--- src/rtl/spi_flash_responder_if.sv ---
`default_nettype none
// +--------------------------------------------------------------------------+
// | Module : spi_flash_responder_if                                          |
// | Brief  : Single-bit SPI pin bundle between a controller and flash target |
// | Rev    : 1.0                                                             |
// +--------------------------------------------------------------------------+
interface spi_flash_responder_if;
  logic spi_sck;
  logic spi_csn;
  logic spi_mosi;
  logic spi_miso_o;
  logic spi_miso_en;

  modport master (
    output spi_sck,
    output spi_csn,
    output spi_mosi,
    input  spi_miso_o,
    input  spi_miso_en
  );

  modport slave (
    input  spi_sck,
    input  spi_csn,
    input  spi_mosi,
    output spi_miso_o,
    output spi_miso_en
  );
endinterface
`default_nettype wire

--- src/rtl/spi_flash_responder.sv ---
`default_nettype none
// +--------------------------------------------------------------------------+
// | Module : spi_flash_responder                                             |
// | Brief  : Mode-0 SPI flash-style target serving a small byte memory       |
// | Rev    : 1.0                                                             |
// +--------------------------------------------------------------------------+
module spi_flash_responder #(
  parameter int          MEM_AW      = 8,
  parameter logic [23:0] JEDEC_ID    = 24'hEF4017,
  parameter int          SYNC_STAGES = 2
) (
  input  logic                 aclk,
  input  logic                 aresetn,
  spi_flash_responder_if.slave spi,
  output logic                 status_wel
);

  localparam int                c_depth = 2 ** MEM_AW;
  localparam logic [MEM_AW-1:0] c_one   = {{(MEM_AW-1){1'b0}}, 1'b1};

  typedef enum logic [2:0] {
    S_IDLE, S_CMD, S_ADDR, S_RDATA, S_WDATA, S_STAT, S_ID, S_IGNORE
  } state_t;

  state_t r_state, w_state_nxt;

  logic [SYNC_STAGES-1:0] r_sck_sync, r_csn_sync, r_mosi_sync;
  logic                   r_sck_prev, r_csn_prev;
  logic [2:0]             r_bit_cnt;
  logic [1:0]             r_byte_cnt;
  logic [6:0]             r_shift_in;
  logic [7:0]             r_miso_sr;
  logic [MEM_AW-1:0]      r_addr;
  logic                   r_is_read, r_pend_wren, r_pend_wrdi, r_wdata_seen;
  logic                   r_wel, r_miso_o, r_miso_en;
  logic [7:0]             r_mem [c_depth];

  logic              w_sck_s, w_csn_s, w_mosi_s;
  logic              w_csn_rise, w_csn_fall, w_rise_act, w_fall_act;
  logic              w_byte_done, w_mem_we, w_shift_state;
  logic [7:0]        w_byte_in, w_load;
  logic [MEM_AW-1:0] w_addr_nxt;

  assign w_sck_s  = r_sck_sync[SYNC_STAGES-1];
  assign w_csn_s  = r_csn_sync[SYNC_STAGES-1];
  assign w_mosi_s = r_mosi_sync[SYNC_STAGES-1];

  // CSN edges take priority: any SCK edge coinciding with them is dropped.
  assign w_csn_rise  = w_csn_s & ~r_csn_prev;
  assign w_csn_fall  = ~w_csn_s & r_csn_prev;
  assign w_rise_act  = w_sck_s & ~r_sck_prev & ~w_csn_rise & ~w_csn_fall & (r_state != S_IDLE);
  assign w_fall_act  = ~w_sck_s & r_sck_prev & ~w_csn_rise & ~w_csn_fall & (r_state != S_IDLE);
  assign w_byte_done = (r_bit_cnt == 3'd7);
  assign w_byte_in   = {r_shift_in, w_mosi_s};
  assign w_mem_we    = w_rise_act & w_byte_done & (r_state == S_WDATA) & r_wel;
  assign w_shift_state = (r_state == S_RDATA) | (r_state == S_STAT) | (r_state == S_ID);

  // Only the low MEM_AW bits of the 24-bit address are retained.
  if (MEM_AW <= 8) begin : g_addr_narrow
    assign w_addr_nxt = w_byte_in[MEM_AW-1:0];
  end else begin : g_addr_wide
    assign w_addr_nxt = {r_addr[MEM_AW-9:0], w_byte_in};
  end

  always_ff @(posedge aclk or negedge aresetn) begin
    if (!aresetn) begin
      r_sck_sync  <= '0;
      r_csn_sync  <= '1;
      r_mosi_sync <= '0;
      r_sck_prev  <= 1'b0;
      r_csn_prev  <= 1'b1;
    end else begin
      r_sck_sync  <= {r_sck_sync[SYNC_STAGES-2:0], spi.spi_sck};
      r_csn_sync  <= {r_csn_sync[SYNC_STAGES-2:0], spi.spi_csn};
      r_mosi_sync <= {r_mosi_sync[SYNC_STAGES-2:0], spi.spi_mosi};
      r_sck_prev  <= w_sck_s;
      r_csn_prev  <= w_csn_s;
    end
  end

  always_ff @(posedge aclk or negedge aresetn) begin
    if (!aresetn) r_state <= S_IDLE;
    else          r_state <= w_state_nxt;
  end

  always_comb begin
    w_state_nxt = r_state;
    if (w_csn_rise) begin
      w_state_nxt = S_IDLE;
    end else if (w_csn_fall) begin
      w_state_nxt = S_CMD;
    end else if (w_rise_act && w_byte_done) begin
      case (r_state)
        S_CMD: begin
          case (w_byte_in)
            8'h03, 8'h02: w_state_nxt = S_ADDR;
            8'h05:        w_state_nxt = S_STAT;
            8'h9F:        w_state_nxt = S_ID;
            default:      w_state_nxt = S_IGNORE;
          endcase
        end
        S_ADDR:  if (r_byte_cnt == 2'd2) w_state_nxt = r_is_read ? S_RDATA : S_WDATA;
        default: w_state_nxt = r_state;
      endcase
    end
  end

  always_comb begin
    w_load = 8'h00;
    case (r_state)
      S_RDATA: w_load = r_mem[r_addr];
      S_STAT:  w_load = {6'b0, r_wel, 1'b0};
      S_ID: begin
        case (r_byte_cnt)
          2'd0:    w_load = JEDEC_ID[23:16];
          2'd1:    w_load = JEDEC_ID[15:8];
          2'd2:    w_load = JEDEC_ID[7:0];
          default: w_load = 8'h00;
        endcase
      end
      default: w_load = 8'h00;
    endcase
  end

  always_ff @(posedge aclk or negedge aresetn) begin
    if (!aresetn) begin
      r_bit_cnt    <= 3'd0;
      r_byte_cnt   <= 2'd0;
      r_shift_in   <= 7'd0;
      r_miso_sr    <= 8'd0;
      r_addr       <= '0;
      r_is_read    <= 1'b0;
      r_pend_wren  <= 1'b0;
      r_pend_wrdi  <= 1'b0;
      r_wdata_seen <= 1'b0;
      r_wel        <= 1'b0;
      r_miso_o     <= 1'b0;
      r_miso_en    <= 1'b0;
    end else begin
      r_miso_en <= (w_state_nxt == S_RDATA) | (w_state_nxt == S_STAT) | (w_state_nxt == S_ID);
      if (w_csn_rise) begin
        // A pending WREN/WRDI survives only if no bit followed the opcode.
        if (r_pend_wren)  r_wel <= 1'b1;
        if (r_pend_wrdi)  r_wel <= 1'b0;
        if (r_wdata_seen) r_wel <= 1'b0;
        r_bit_cnt    <= 3'd0;
        r_pend_wren  <= 1'b0;
        r_pend_wrdi  <= 1'b0;
        r_wdata_seen <= 1'b0;
      end else if (w_csn_fall) begin
        r_bit_cnt    <= 3'd0;
        r_byte_cnt   <= 2'd0;
        r_pend_wren  <= 1'b0;
        r_pend_wrdi  <= 1'b0;
        r_wdata_seen <= 1'b0;
      end else begin
        if (w_rise_act) begin
          r_shift_in <= w_byte_in[6:0];
          r_bit_cnt  <= r_bit_cnt + 3'd1;
          if (r_state == S_IGNORE) begin
            r_pend_wren <= 1'b0;
            r_pend_wrdi <= 1'b0;
          end
          if (w_byte_done) begin
            case (r_state)
              S_CMD: begin
                r_is_read   <= (w_byte_in == 8'h03);
                r_byte_cnt  <= 2'd0;
                r_pend_wren <= (w_byte_in == 8'h06);
                r_pend_wrdi <= (w_byte_in == 8'h04);
              end
              S_ADDR: begin
                r_addr     <= w_addr_nxt;
                r_byte_cnt <= r_byte_cnt + 2'd1;
                if (r_byte_cnt == 2'd2 && !r_is_read) r_wdata_seen <= 1'b1;
              end
              S_RDATA, S_WDATA: r_addr <= r_addr + c_one;
              S_ID: if (r_byte_cnt != 2'd3) r_byte_cnt <= r_byte_cnt + 2'd1;
              default: r_addr <= r_addr;
            endcase
          end
        end
        // Falling edge at a byte boundary loads a fresh byte; otherwise shift.
        if (w_fall_act && w_shift_state) begin
          if (r_bit_cnt == 3'd0) begin
            r_miso_o  <= w_load[7];
            r_miso_sr <= {w_load[6:0], 1'b0};
          end else begin
            r_miso_o  <= r_miso_sr[7];
            r_miso_sr <= {r_miso_sr[6:0], 1'b0};
          end
        end
      end
    end
  end

  always_ff @(posedge aclk or negedge aresetn) begin
    if (!aresetn) begin
      for (int i = 0; i < c_depth; i++) r_mem[i] <= 8'hFF;
    end else if (w_mem_we) begin
      r_mem[r_addr] <= w_byte_in;
    end
  end

  assign spi.spi_miso_o  = r_miso_o;
  assign spi.spi_miso_en = r_miso_en;
  assign status_wel      = r_wel;

endmodule
`default_nettype wire
--- src/flat_wrapper.sv ---
// flat-port wrapper written by rule: the top's interface ports become plain ports
module spi_flash_responder_flat 
#(
  parameter int          MEM_AW      = 8,
  parameter logic [23:0] JEDEC_ID    = 24'hEF4017,
  parameter int          SYNC_STAGES = 2
)
  (aclk, aresetn, status_wel, spi_spi_sck, spi_spi_csn, spi_spi_mosi, spi_spi_miso_o, spi_spi_miso_en);
  spi_flash_responder_if spi_i ();
  input  logic aclk;
  input  logic aresetn;
  output logic status_wel;
  input wire logic [$bits(spi_i.spi_sck)-1:0] spi_spi_sck;
  input wire logic [$bits(spi_i.spi_csn)-1:0] spi_spi_csn;
  input wire logic [$bits(spi_i.spi_mosi)-1:0] spi_spi_mosi;
  output wire logic [$bits(spi_i.spi_miso_o)-1:0] spi_spi_miso_o;
  output wire logic [$bits(spi_i.spi_miso_en)-1:0] spi_spi_miso_en;
  assign spi_i.spi_sck = spi_spi_sck;
  assign spi_i.spi_csn = spi_spi_csn;
  assign spi_i.spi_mosi = spi_spi_mosi;
  assign spi_spi_miso_o = spi_i.spi_miso_o;
  assign spi_spi_miso_en = spi_i.spi_miso_en;
  spi_flash_responder #(.MEM_AW(MEM_AW), .JEDEC_ID(JEDEC_ID), .SYNC_STAGES(SYNC_STAGES)) u_core (.aclk(aclk), .aresetn(aresetn), .spi(spi_i), .status_wel(status_wel));
endmodule
--- config.mk ---
export PLATFORM = sky130hd
export DESIGN_NAME = spi_flash_responder_flat
export DESIGN_NICKNAME = d
export VERILOG_FILES = /design/src/rtl/spi_flash_responder_if.sv /design/src/rtl/spi_flash_responder.sv /design/src/flat_wrapper.sv
export SDC_FILE = /design/constraint.sdc
export NUM_CORES = 2
export LEC_CHECK = 0
export CAP_MARGIN = 20
export CORE_ASPECT_RATIO = 0.7
export CORE_UTILIZATION = 50
export DETAILED_ROUTE_END_ITERATION = 8
export PLACE_DENSITY = 0.68
export SLEW_MARGIN = 10
export SYNTH_ARGS = -nofsm -noshare
export SYNTH_HDL_FRONTEND = slang
export SYNTH_SLANG_ARGS = --single-unit
--- constraint.sdc ---
create_clock -name aclk -period 3 [get_ports aclk]
set_input_delay 0.45 -clock aclk [delete_from_list [all_inputs] [get_ports aclk]]
set_output_delay 0.45 -clock aclk [all_outputs]
set_load 0.02 [all_outputs]
After elaboration in Yosys (flattened, before gate mapping). Index checks and enable logic that the tools add are counted.

Logic and storage cells: 397. Register bits after elaboration: 2094. Output and inout port bits: 3. Bits of input ports: 5.

Add/subtract/negate cells: 3. Reductions and logical operators: 26. $lt $le $gt $ge: 2. Equality and inequality tests: 21. Muxes and demuxes: 47. Bitwise gates (word level): 24.

Operator list (count): $bwmux W2048 (1); $bmux W8 S8 (1); $demux W8 S8 (1); $pmux W8 S3 (2); $mux W8 (4); $eq A8 B3 Y1 const B (3); $mux W3 (8); $mux W1 (22); $eq A3 B3 Y1 const B (7); $reduce_bool A3 Y1 (6); $eq A8 B2 Y1 const B (2); $pmux W8 S2 (1); $reduce_and A5 Y1 (3); $and A1 B1 Y1 (13); $eq A3 B2 Y1 const B (3); $ge A9 B9 Y1 const B (1); $lt A9 B1 Y1 const B (1); $not A8 Y9 (1); $pmux W3 S3 (1); $add A8 B1 Y8 const B (1); $eq A8 B8 Y1 const B (1); $mux W2 (4); $not A1 Y1 (6); $pmux W2 S3 (1); 19 further kinds (29).

Depth between registers and ports, before layout.
Word-level depth: 13. Depth in mapped cells: 15. Mapped depth without buffers: 9.

Least setup slack after synthesis. No wires, ideal clock.

Path type: reg-to-reg. From: register u_core.r_csn_prev. To: register u_core.r_mem[576] (netlist name). Cell stages (with the launch flop): 12. Data arrival time: 3.186 ns. Setup slack: -0.268 ns. Library setup time: 0.082 ns. Cell sequence: dfstp_2 inv_1 ha_1 buf_6 or4b_4 or4_1 buf_2 nor3_4 nand2_2 buf_8 nor2_8 mux2_2.

Cells in the longest elaborated chain, start to end: 9. Elaborated cells between the ends (all ways): 11.

RTL lines: from (decl) (RTL line spi_flash_responder.sv:28) `logic r_sck_prev, r_csn_prev;`; from (signal assigned) (RTL line spi_flash_responder.sv:77) `r_csn_prev <= w_csn_s;`; $not A1 Y1 (RTL line spi_flash_responder.sv:49) `assign w_csn_rise = w_csn_s & ~r_csn_prev;`; $and A1 B1 Y1 (RTL line spi_flash_responder.sv:49); $not A1 Y1 (no line); $and A1 B1 Y1 (RTL line spi_flash_responder.sv:51) `assign w_rise_act = w_sck_s & ~r_sck_prev & ~w_csn_rise & ~w_csn_fall & (r_state != S_IDLE);`; $and A1 B1 Y1 * (2 in a row) (RTL line spi_flash_responder.sv:51); $and A1 B1 Y1 * (3 in a row) (RTL line spi_flash_responder.sv:55) `assign w_mem_we = w_rise_act & w_byte_done & (r_state == S_WDATA) & r_wel;`; to (signal, indexed assignment) (RTL line spi_flash_responder.sv:201) `r_mem[r_addr] <= w_byte_in;`; to (decl) (RTL line spi_flash_responder.sv:36) `logic [7:0] r_mem [c_depth];`.

Every way passes the cells marked *; elsewhere a longest branch is shown, timed or not. A chain may end at the register's enable or synchronous reset.

Worst setup path after layout.
From: register u_core.r_csn_sync[1]. To: register u_core.r_mem[1382] (netlist name).

Cells in the longest elaborated chain, start to end: 8. Elaborated cells between the ends (all ways): 11.

RTL lines: from (decl) (RTL line spi_flash_responder.sv:27) `logic [SYNC_STAGES-1:0] r_sck_sync, r_csn_sync, r_mosi_sync;`; from (signal assigned) (RTL line spi_flash_responder.sv:74) `r_csn_sync <= {r_csn_sync[SYNC_STAGES-2:0], spi.spi_csn};`; $and A1 B1 Y1 / $not A1 Y1 (equally long branches) (RTL line spi_flash_responder.sv:49, spi_flash_responder.sv:50); $not A1 Y1 (no line) / $and A1 B1 Y1 (equally long branches); $and A1 B1 Y1 / $not A1 Y1 (equally long branches); $and A1 B1 Y1 * (2 in a row) (RTL line spi_flash_responder.sv:51); $and A1 B1 Y1 * (3 in a row) (RTL line spi_flash_responder.sv:55).

Marks and branches as above.

==> metrics.md <==
| Metric | Value |
|---|---|
| Fin cells | `9,632` |
| # fillers | `14,549` |
| Commonest non-fill, non-tap cell in the layout | `dfstp_2` |
| Most used DFF post-synth | `dfstp_2` |
| Drt via density | `6.25` |
| Initial Util | `50.4%` |
| Die area | `200,000 µm²` |
| Outcome | `finished with violations` |
| Synth warn | `0` |
| GRT Resource Usage Total | `29.2%` |
| Layout area overhead | `18.6%` |
| Multi-input gate area | `43,500 µm²` |
| Crit share post-route | `107%` |
| TritonCTS clock tree | `yes` |
| Clock root cell | `clkbuf_16` |
| Core Box Area | `197,000 µm²` |
| Layout cell share with drive strength beyond 1 | `83.3%` |
| H-tree depth | `4` |
| Startpoint types | `register` |
| Setup violators final | `1,255` |
| Clock Sinks | `2,093` |
| Hold WC Path Type | `input pin to register` |
| Max-slew violation count | `0` |
| Largest net degree at the start of global routing | `203` |
| TNS Setup | `-113.50 ns` |
| Final HPWL DP | `189 mm` |
| Fin nets | `6,873` |
| Fmax | `313 MHz` |
| Hold violation total from the final report | `0` |
| Total routed wirelength | `290 mm` |
| Hold path depth | `1` |
| Worst Setup End Kind | `register` |
| Most frequent cells in the layout | `dfstp_2, mux2_2, buf_4` |
| 1st-iter DRT viols | `6,077` |
| Sequential share of the synthesized area | `55.5%` |
| Overflow after GRT | `0` |
| Skew-Pair Late Insertion Delay | `0.88 ns` |
| Register-to-Register Path Depth | `10` |
| Clock transition at path regs | `0.06 ns` |
| Number of remaining DRC errors | `0` |
| Routed vias | `60,196` |
| TritonCTS buffer count | `207` |
| First-pass GRT wire length | `432 mm` |
| Reg area | `55,000 µm²` |
| Final Util | `59.7%` |
| DR pass1 iterations | `6` |
| Synth area leaders | `dfstp_2, mux2_2, mux4_2, mux2i_1, nand2_1` |
| Buffers added on ports | `7` |
| Initial antenna violation count | `8` |
| Avg WL per Cell | `30.1 µm` |
| Final Worst Setup Slack | `-0.196 ns` |
| Ports | `8` |
| Post-route minimum period | `3.20 ns` |
| Crit Path Class | `register to register` |
| CP arrival | `3.98 ns` |
| Row Count | `136` |
| Crit-path max FO | `8` |
| Placed Cells | `9,179` |
| Area leader, netlist | `dfstp_2` |
| Worst slew margin | `9.84%` |
| Number of max-cap violations | `0` |
| Failing checks | `negative setup slack` |
| Hold_ws | `0.0508 ns` |
| Number of synthesized flops with an enable pin | `0` |
| Mean post-synth cell area | `15.6 µm²` |
| Clock tree buffer depth | `4` |
| Asr flop ratio synth | `100%` |
| Synth Register Bits | `2,093` |
| Antenna Violating Nets Remaining | `0` |
| Pwr Density | `486 nW/µm²` |
| Vias in the first global route | `61,536` |
| Leak | `0.0473 µW` |
| Synth cell types | `85` |
| RSZ-0062 raised after global routing | `true` |
| Die Span X | `534 µm` |
| Syn Std Cell Area | `99,000 µm²` |
| Net Count, Synth | `6,373` |
| GPL Wtd Cong | `0.966` |
| Worst VDD drop | `546 µV` |
| Share of the synthesized area in the top cell type | `54.4%` |
| Actual slew at the worst max-slew pin | `1.35 ns` |
| Die height | `374 µm` |
| Setup Skew | `0.0487 ns` |
| Syn Inst Count | `6,354` |
| WP data required | `3.79 ns` |
routing by layer:
metal / vias to the layer above / share of wire [%] / GRT usage [%] / routed length [µm]
li1: 24772 / - / - / -
met1: 32912 / 46 / 45.0 / 134000
met2: 2108 / 42 / 40.9 / 123000
met3: 402 / 8.9 / 7.52 / 25700
met4: 2 / 2.4 / 6.97 / 6890
met5: - / 0.0055 / 0 / 16
what timing repair did:
| item | CTS | global route |
|---|---|---|
| setup endpoints to repair | 1577 | 1895 |
| buffers inserted | 33 | 40 |
| hold buffers | 2 | 0 |
| pin swaps | 34 | 33 |
| gates cloned | 17 | 5 |
| resized for setup | 196 | 84 |
| endpoints found under the hold margin | 60 | 0 |
final timing paths:
kind,from,end,slack [ns]
max,u_core.r_csn_sync[1],u_core.r_mem[1382],-0.20
min,spi_spi_mosi,u_core.r_mosi_sync[0],0.05
max reg2reg,u_core.r_csn_sync[1],u_core.r_mem[1382],-0.20
min reg2reg,u_core.r_mosi_sync[0],u_core.r_mosi_sync[1],0.34
max in group asynchronous,aresetn,u_core.r_mosi_sync[1],1.59
min in group asynchronous,aresetn,u_core.r_mem[2043],0.47
flip-flops by register name, summed over array words and instances, names as in the netlist:
name	count
u_core.r_is_read	1
u_core.r_sck_prev	1
u_core.r_pend_wren	1
u_core.status_wel	1
u_core.r_wdata_seen	1
u_core.r_csn_prev	1
u_core.r_bit_cnt	3
u_core.spi.spi_miso_en	1
u_core.r_shift_in	7
u_core.r_pend_wrdi	1
u_core.r_state	3
u_core.r_addr	8
u_core.r_byte_cnt	2
u_core.r_csn_sync	2
u_core.r_mosi_sync	2
u_core.spi.spi_miso_o	1
u_core.r_mem	2048
u_core.r_sck_sync	2
u_core.r_miso_sr	7
where the power goes:
| group | total (µW) | internal (µW) | leakage [µW] | switching, µW |
|---|---|---|---|---|
| sequential | 28500 | 28400 | 0.0217 | 63.2 |
| combinational | 2180 | 310 | 0.0223 | 1870 |
| clock | 26400 | 15100 | 0.00337 | 11300 |
cells in the mapped netlist, types with 20 or more instances:
cell type  count
mux2_2      1916
nor2_2        24
nor2_8        40
nor2_1        59
o21ai_0      186
dfrtp_1       42
a22oi_1       73
nand2_4       20
dfstp_2     2051
nand3_1       37
nor3_1        22
mux4_2       509
mux2i_1      151
buf_1         33
a21oi_1       51
nand2_1      358
mux2_1        28
nand2_2       24
buf_2        132
clkbuf_1     286
nor2b_1       21
o22ai_1       28
through the flow:
step,instance area (µm²),power [µW],setup slack (ns)
floorplan,99700,29700,-0.199
global placement,108000,31000,-0.370
detailed placement,108000,31000,-0.325
CTS,117000,57500,-0.140
global route,117000,58800,-0.240
finish,117000,57100,-0.196
final cells by class:
cell class,count,area share [%]
flip-flops and latches,2093,46.8
clock buffers,290,5.10
well taps,2622,2.79
repair buffers,764,7.50
inverters,15,0.0565
diodes,4,0.00853
multi-input cells,3773,37.0
clock inverters,71,0.687
logic make-up after synthesis:
kind of cell | count (synthesis) | synth area share, %
mux | 2604 | 35.2
flops | 2093 | 55.5
simple gates | 700 | 4.05
buf+inv | 488 | 2.15
compound gates | 453 | 2.90
fa+ha+maj | 14 | 0.177
xor+xnor | 2 | 0.0177
worst max-delay path: stages, from the launching register on:
cell     delay (ns)
dfstp_2        0.55
inv_2          0.05
ha_4           0.15
or4b_4         0.52
or4_4          0.50
nor3_2         0.25
and2_2         0.28
buf_12         0.22
nand2_1        0.12
buf_12         0.17
mux2_2         0.27
(Power assumes the default switching activity.)
